$ cat config.mk
export PLATFORM = sky130hd
export DESIGN_NAME = regfile_dump_unit
export DESIGN_NICKNAME = d
export VERILOG_FILES = /design/src/rtl/cpu_pkg.sv /design/src/rtl/regfile_dump_unit.sv
export SDC_FILE = /design/constraint.sdc
export NUM_CORES = 1
export LEC_CHECK = 0
export BUFFER_PORTS_ARGS = -buffer_cell sky130_fd_sc_hd__buf_2
export CORE_ASPECT_RATIO = 1.75
export CORE_MARGIN = 4
export CORE_UTILIZATION = 40
export DETAILED_ROUTE_END_ITERATION = 10
export HOLD_SLACK_MARGIN = 0.08
export PLACE_DENSITY = 0.76
export SLEW_MARGIN = 20
export SYNTH_ARGS = -nofsm -noshare
export SYNTH_HDL_FRONTEND = slang
export SYNTH_SLANG_ARGS = --single-unit
$ cat constraint.sdc
create_clock -name clk -period 2 [get_ports clk]
set_input_delay 0.1 -clock clk [delete_from_list [all_inputs] [get_ports clk]]
set_output_delay 0.1 -clock clk [all_outputs]
set_load 0.02 [all_outputs]
$ cat src/rtl/cpu_pkg.sv
// Shared CPU-side definitions: register file geometry and the dump unit state type.
package cpu_pkg;

    localparam int unsigned NUM_REGS   = 32;
    localparam int unsigned REG_ADDR_W = 5;
    localparam int unsigned REG_DATA_W = 32;

    typedef logic [REG_ADDR_W-1:0] reg_addr_t;
    typedef logic [REG_DATA_W-1:0] reg_data_t;

    typedef enum logic [1:0] {
        IDLE = 2'd0,
        READ = 2'd1,
        SEND = 2'd2,
        DONE = 2'd3
    } dump_state_e;

endpackage

$ cat src/rtl/regfile_dump_unit.sv
// Walks a register range through one read port and streams (addr, data) beats
// on a valid/ready interface; one done pulse per request, normal or aborted.
module regfile_dump_unit #(
    parameter int unsigned NUM_REGS = cpu_pkg::NUM_REGS,
    parameter int unsigned ADDR_W   = cpu_pkg::REG_ADDR_W,
    parameter int unsigned DATA_W   = cpu_pkg::REG_DATA_W
) (
    input  logic              clk,
    input  logic              reset,
    input  logic              start,
    input  logic [ADDR_W-1:0] first_addr,
    input  logic [ADDR_W-1:0] last_addr,
    input  logic              abort,
    output logic [ADDR_W-1:0] rf_read_register,
    input  logic [DATA_W-1:0] rf_read_data,
    output logic              dump_valid,
    input  logic              dump_ready,
    output logic [ADDR_W-1:0] dump_addr,
    output logic [DATA_W-1:0] dump_data,
    output logic              dump_last,
    output logic              busy,
    output logic              done
);
    import cpu_pkg::*;

    localparam logic [ADDR_W-1:0] MAX_IDX = ADDR_W'(NUM_REGS - 1);

    dump_state_e       r_state;
    logic [ADDR_W-1:0] r_idx;
    logic [ADDR_W-1:0] r_last;
    logic [ADDR_W-1:0] r_addr;
    logic [DATA_W-1:0] r_data;
    logic              r_valid;
    logic              r_is_last;
    logic              r_busy;
    logic              r_done;

    logic              w_handshake;
    logic              w_at_last;
    logic [ADDR_W-1:0] w_last_clamped;

    assign w_handshake = r_valid & dump_ready;
    assign w_at_last   = (r_idx == r_last);

    // A last index beyond the populated file is clipped so the walk stays in range.
    assign w_last_clamped = (last_addr > MAX_IDX) ? MAX_IDX : last_addr;

    always_ff @(posedge clk or posedge reset) begin
        if (reset) begin
            r_state   <= IDLE;
            r_idx     <= '0;
            r_last    <= '0;
            r_addr    <= '0;
            r_data    <= '0;
            r_valid   <= 1'b0;
            r_is_last <= 1'b0;
            r_busy    <= 1'b0;
            r_done    <= 1'b0;
        end else begin
            case (r_state)
                IDLE: begin
                    if (start) begin
                        if (first_addr <= w_last_clamped) begin
                            r_idx   <= first_addr;
                            r_last  <= w_last_clamped;
                            r_busy  <= 1'b1;
                            r_state <= READ;
                        end else begin
                            r_done  <= 1'b1;
                            r_state <= DONE;
                        end
                    end
                end
                READ: begin
                    if (abort) begin
                        r_busy  <= 1'b0;
                        r_done  <= 1'b1;
                        r_state <= DONE;
                    end else begin
                        r_addr    <= r_idx;
                        r_data    <= rf_read_data;
                        r_is_last <= w_at_last;
                        r_valid   <= 1'b1;
                        r_state   <= SEND;
                    end
                end
                SEND: begin
                    // An abort coinciding with a handshake still delivers that beat.
                    if ((w_handshake && r_is_last) || abort) begin
                        r_valid <= 1'b0;
                        r_busy  <= 1'b0;
                        r_done  <= 1'b1;
                        r_state <= DONE;
                    end else if (w_handshake) begin
                        r_valid <= 1'b0;
                        r_idx   <= r_idx + ADDR_W'(1);
                        r_state <= READ;
                    end
                end
                DONE: begin
                    r_done  <= 1'b0;
                    r_state <= IDLE;
                end
                default: begin
                    r_state <= IDLE;
                end
            endcase
        end
    end

    assign rf_read_register = r_idx;
    assign dump_valid       = r_valid;
    assign dump_addr        = r_addr;
    assign dump_data        = r_data;
    assign dump_last        = r_is_last;
    assign busy             = r_busy;
    assign done             = r_done;

endmodule

==> results of run 1 <==
## per-layer routing
layer | routed length, µm | global-route usage
met2 | 3680 | 0.346
met3 | 351 | 0.0290
met5 | 0 | 0
met4 | 296 | 0.0921
met1 | 2540 | 0.201
## worst paths after layout
kind                                from             endpoint  slack (ps)  depth (start not counted)
max                           r_state[0]  rf_read_register[4]          90                          8
min                        first_addr[0]  rf_read_register[0]         120                          3
max reg2reg                   r_state[0]  rf_read_register[4]          90                          8
min reg2reg                dump_data[29]        dump_data[29]         480                          2
max in group asynchronous          reset         dump_addr[3]        1360                          4
min in group asynchronous          reset         dump_data[8]         410                          4
## registers in the layout (all words and copies together) (netlist names)
signal,flops
busy,1
done,1
dump_addr,5
dump_data,32
dump_last,1
dump_valid,1
r_last,5
r_state,2
rf_read_register,5
## area by class of cell
type,count,share of cell area
Clock buffer,6,0.0199
Clock inverter,2,0.0107
Inverter,12,0.0124
Multi-Input combinational cell,199,0.306
Sequential cell,53,0.364
Tap cell,78,0.0268
Timing Repair Buffer,142,0.260
## worst max-delay path, delay by kind of cell, from the launching register on
kind	cells	cell delay [ps]
flip-flops	1	410
AND/OR/NAND/NOR	1	210
AO/OA/AOI/OAI	3	670
buffers and inverters	3	370
adder cells (fa/ha/maj)	1	200
## through the flow
stage,power [mW],std cells,hold WS (ps)
floorplan,3.62,275,205
global placement,4.46,443,173
detailed placement,4.54,443,177
CTS,5.37,491,90.4
global route,5.80,492,104
finish,5.39,492,119
## synth_stat cells, drive strengths merged
cell and n:
and3 2, a21o 1, and4 1, mux2i 2, o22a 3, a32oi 1, a22o 1, o211ai 1
o31ai 4, nor4 1, nand2 122, a211o 1, nand3 4, inv 12, o21ai 9, xnor2 3
o41ai 3, xor2 2, nor2 6, ha 12, nand2b 1, o221ai 1, a31oi 3, o21a 1
dfrtp 53, mux2 5, clkbuf 7, nand4 1, buf 4, nor3b 1, a21oi 5, nor2b 2
## where the power goes
group	leakage (nW)	internal, mW	switching [mW]
Clock	0.0554	0.376	0.352
Combinational	1.24	1.08	1.65
Sequential	0.652	1.58	0.343
Total	1.95	3.04	2.34
## cell families (layout without fill, tap and decap cells)
family                     count (synthesis)  count (layout)  share of synthesized area
muxes                                      7               7                     0.0307
AOI/OAI and AO/OA                         34              34                     0.0951
DFF                                       53              53                      0.533
xor gates and xnor gates                   5               5                     0.0176
adders and majority gates                 12              12                     0.0604
and+or+nand+nor                          141             141                      0.225
buffers and inverters                     23             162                     0.0372
## repair_timing
action | in CTS | in global routing
pin swaps | 1 | 2
hold endpoints to repair | 90 | 0
buffers inserted | 2 | 1
resized for setup | 0 | 12
setup endpoints to repair | 2 | 10
hold buffers | 38 | 0
cloned | 0 | 0
==> impl_metrics.csv, run 1 <==
group,metric,value,unit
outcome,status,"finished, final reports clean",
finish,regArea,0.00133,mm²
yosys,yosys.area.top_type,"dfrtp_1",
routing,via_per_inst,4.89,
timing,slew_headroom,0.645,
yosys,yosysSeqAreaShare,0.533,
placement,place_area,0.00308,mm²
setup_path,crit_required,2250,ps
setup_path,crit_chain,"inv_1 -> ha_2 -> inv_2 -> o41ai_2 -> o211ai_1 -> buf_4 -> nor4_2 -> a211o_1",
setup_path,cp_slowest_stage_delay,410,ps
yosys,synthTopCellsByArea,"dfrtp_1, nand2_1, ha_1",
timing,drv_slew,0,
yosys,synth_cell_types,37,
setup_path,cp.arrival,2160,ps
finish,antenna_cells,0,
die,die_x,67.6,µm
placement,place_congestion,0.866,
finish,fin_area,0.00364,mm²
die,rows,37,
finish,area_growth,46.4,%
global_routing,grt_pass1_wl,11100,µm
timing,hold_viol,0,
yosys,synth-seq-cells,53,
clocking,clkSinkCount,53,
die,initial_core_util,0.416,
finish,fin_nets,472,
global_routing,antenna_found_initial,0,
clocking,cts_buffers,5,
timing,worst_slack,92.7,ps
die,ios,93,
yosys,yosys_warnings,0,
setup_path,cp-end-kind,"register",
yosys,synth_area,0.00249,mm²
timing,finalCritPeriodShare,0.954,
global_routing,overflow,0,
finish,final_cell_mix,"nand2_1, buf_2, dfrtp_1",
routing,drt_pass1_iterations,4,
placement,portBuffers,92,
worst_hold_path,hold_path.class,"in -> reg",
timing,layout_min_cycle_time,1910,ps
placement,hpwl,4590,µm
clocking,htreeDepth,2,
routing,drtIter0Drc,134,
yosys,syn_inst,275,
run,drv_cap,0,
finish,drive_gt1_frac,0.312,
routing,wire_per_inst,14.0,µm
die,core_area,0.00597,mm²
timing,setup_tns,0,ps
finish,final_core_util,0.609,
clocking,cts_root_buf,"clkbuf_8",
timing,fin_worst_skew,5.19,ps
global_routing,grt_pass1_vias,2404,
die,dieArea,0.00759,mm²
power_and_ir_drop,power_density,1480,mW/mm²
clocking,path_clk_slew,100,ps
yosys,synth_top_area_share,0.533,
setup_path,path_class,"reg -> reg",
setup_path,start_kind,"register",
setup_path,crit_slowest_cell,"dfrtp_1",
routing,wirelength,6870,µm
clocking,clk_latency,310,ps
clocking,clockBufferDepth,2,
finish,fillCellCount,495,
finish,final_common_cell,"nand2_1",
placement,dp_slack,-38.2,ps
finish,multi_input_area,0.00111,mm²
power_and_ir_drop,p_leak,1.95,nW
routing,drc,0,
routing,ant_nets,0,
routing,vias,2407,
global_routing,track_usage,0.190,
timing,worst_slew_pin_slew,528,ps
setup_path,path_max_fanout,5,
timing,setup_viol,0,
die,die_h,112,µm
global_routing,grt_max_degree,54,
power_and_ir_drop,ir_worst_vdd,0.756,mV
yosys,synth_fp_nets,334,
timing,max_freq,524,MHz
yosys,syn_avg_cell_area,9.04,µm²
clocking,cts_tree,"done",
No activity file was read; power rests on OpenSTA's default activity.
==> run 2: changes to the inputs <==
Settings changed: BUFFER_PORTS_ARGS -buffer_cell sky130_fd_sc_hd__buf_2 to not set, CORE_MARGIN 4 to not set, DONT_BUFFER_PORTS set to 1, PLACE_DENSITY 0.76 to 0.62.
==> run 2 against run 1 <==
Core utilization decreased by 7.8 points. Sequential cell count unchanged. Power down 12%. Routed wire length decreased by 13%. Clock power down 22%. Final cell count shrank 18%. Critical endpoint unchanged. Largest cell class unchanged. Highest routed layer unchanged.
==> impl_metrics.csv, run 2 (synthesis gave the netlist of run 1 again) <==
group,metric,value,unit
setup_path,cp-end-kind,"register",
die,die_x,61.6,µm
clocking,cts_tree,"done",
setup_path,start_kind,"register",
setup_path,path_max_fanout,14,
finish,largest_register_ffs,32,
routing,via_per_inst,5.05,
placement,place_congestion,0.743,
global_routing,grt_max_degree,38,
routing,drt_pass1_iterations,4,
setup_path,path_class,"reg -> reg",
setup_path,reg2reg_from,"r_state[0]",
global_routing,track_usage,0.196,
routing,ant_nets,0,
timing,setup_viol,0,
clocking,clkSinkCount,53,
routing,vias,2032,
finish,final_common_cell,"nand2_1",
power_and_ir_drop,power_density,1500,mW/mm²
clocking,path_clk_slew,90,ps
routing,wire_per_inst,14.8,µm
clocking,clockBufferDepth,2,
global_routing,antenna_found_initial,0,
power_and_ir_drop,power,4.72,mW
timing,layout_min_cycle_time,1840,ps
placement,portBuffers,0,
finish,final_cell_mix,"nand2_1, dfrtp_1, dlygate4sd3_1",
die,rows,37,
finish,regArea,0.00133,mm²
die,die_h,106,µm
global_routing,grt_pass1_vias,2080,
power_and_ir_drop,power_frac_seq,0.546,
finish,fillCellCount,556,
global_routing,grt_pass1_wl,9540,µm
timing,grt_setup_unrepaired,"no",
setup_path,reg2reg_depth,9,
power_and_ir_drop,swShare,0.459,
power_and_ir_drop,ir_worst_vdd,0.747,mV
setup_path,r2r_slack,160,ps
finish,antenna_cells,0,
power_and_ir_drop,combPwrFrac,0.334,
worst_hold_path,holdPathStages,4,
timing,worst_slew_pin_slew,567,ps
power_and_ir_drop,power.switching,2.17,mW
routing,drc,0,
routing,drtIter0Drc,106,
finish,fin_nets,382,
timing,slew_headroom,0.621,
worst_hold_path,hold_start,"first_addr[0]",
clocking,htreeDepth,2,
placement,hpwl,4160,µm
setup_path,rr_endpoint,"rf_read_register[4]",
timing,hold_viol,0,
timing,setup_tns,0,ps
power_and_ir_drop,internal-power,2.55,mW
die,dieArea,0.00655,mm²
die,ios,93,
die,initial_core_util,0.420,
power_and_ir_drop,clock_power_share,0.120,
timing,drv_slew,0,
finish,drive_gt1_frac,0.0741,
clocking,clk_latency,300,ps
setup_path,startpoint,"r_state[0]",
clocking,cts_root_buf,"clkbuf_8",
setup_path,cp.arrival,2030,ps
run,drv_cap,0,
routing,wirelength,5950,µm
finish,multi_input_area,0.00108,mm²
timing,max_freq,544,MHz
worst_hold_path,hold_path.class,"in -> reg",
die,core_area,0.00593,mm²
clocking,cts_buffers,5,
worst_hold_path,hold-path-endpoint,"rf_read_register[0]",
power_and_ir_drop,p_leak,1.56,nW
outcome,status,"finished, final reports clean",
timing,fin_worst_skew,8.69,ps
setup_path,crit_required,2200,ps
finish,area_growth,26.7,%
global_routing,overflow,0,
timing,finalCritPeriodShare,0.919,
-- run 2: changes by cell type in the layout (fill, tap and decap cells not counted), moves of 2 or more --
cell           previous run  this run
buf_2                    92         0
dlygate4sd3_1            38        44
o21ai_1                   3         1
buf_4                    10         6
clkbuf_1                  1         3
o21ai_0                   6         8
ha_4                      2         0
ha_1                      9        12
-- run 2: timing repair --
| action | 4_1_cts | 5_1_grt |
|---|---|---|
| resized for setup | 0 | 2 |
| endpoints found under the setup margin | 0 | 2 |
| hold buffers | 44 | 0 |
| setup buffers | 0 | 2 |
| endpoints found under the hold margin | 67 | 0 |
-- run 2: final cells by class --
type	count	area share
Tap cell	78	0.0310
Timing Repair Buffer	52	0.167
Clock buffer	8	0.0254
Multi-Input combinational cell	199	0.342
Sequential cell	53	0.421
Inverter	12	0.0143
-- run 2: worst max-delay path by stage --
stage / endpoint / slack, ps / depth (start not counted)
after global routing: rf_read_register[4] / 20 / 9
after detailed placement: rf_read_register[4] / 90 / 9
after floorplan: rf_read_register[4] / 170 / 7
final: rf_read_register[4] / 160 / 9
after global placement: rf_read_register[4] / 160 / 9
after CTS: rf_read_register[4] / 80 / 9
-- run 2: metal layers --
metal	track usage	up-vias	part of all wire
li1	-	995	-
met1	0.196	942	0.36
met2	0.353	78	0.55
met3	0.0414	17	0.052
met4	0.105	0	0.038
met5	0	-	0
-- run 2: power by group through the flow --
stage                     combinational [mW]  sequential, mW  clock (mW)
after CTS                               1.54            2.59       0.603
after global placement                  1.41            2.60           0
after global routing                    1.82            2.66       0.648
final                                   1.58            2.57       0.566
after floorplan                         1.17            2.46           0
after detailed placement                1.46            2.61           0
-- run 2: metrics by stage --
stage                     hold slack [ps]  setup WS (ps)   util  instances  instance area [µm²]
after floorplan                       205            170      -        275                 2490
after global placement               71.9            155  0.440        348                 2610
after detailed placement             78.1           88.2  0.440        348                 2610
after CTS                            81.0           78.2  0.528        400                 3130
after global routing                  127           15.9  0.532        402                 3150
final                                92.8            162  0.532        402                 3150
-- run 2: worst max-delay path: stages, from the launching register on --
cell      delay [ps]
dfrtp_1          410
inv_2            100
ha_1             190
buf_4            200
nand2b_1         150
o41ai_2           70
o211ai_1          90
buf_4            200
nor4_2            60
a211o_1          270
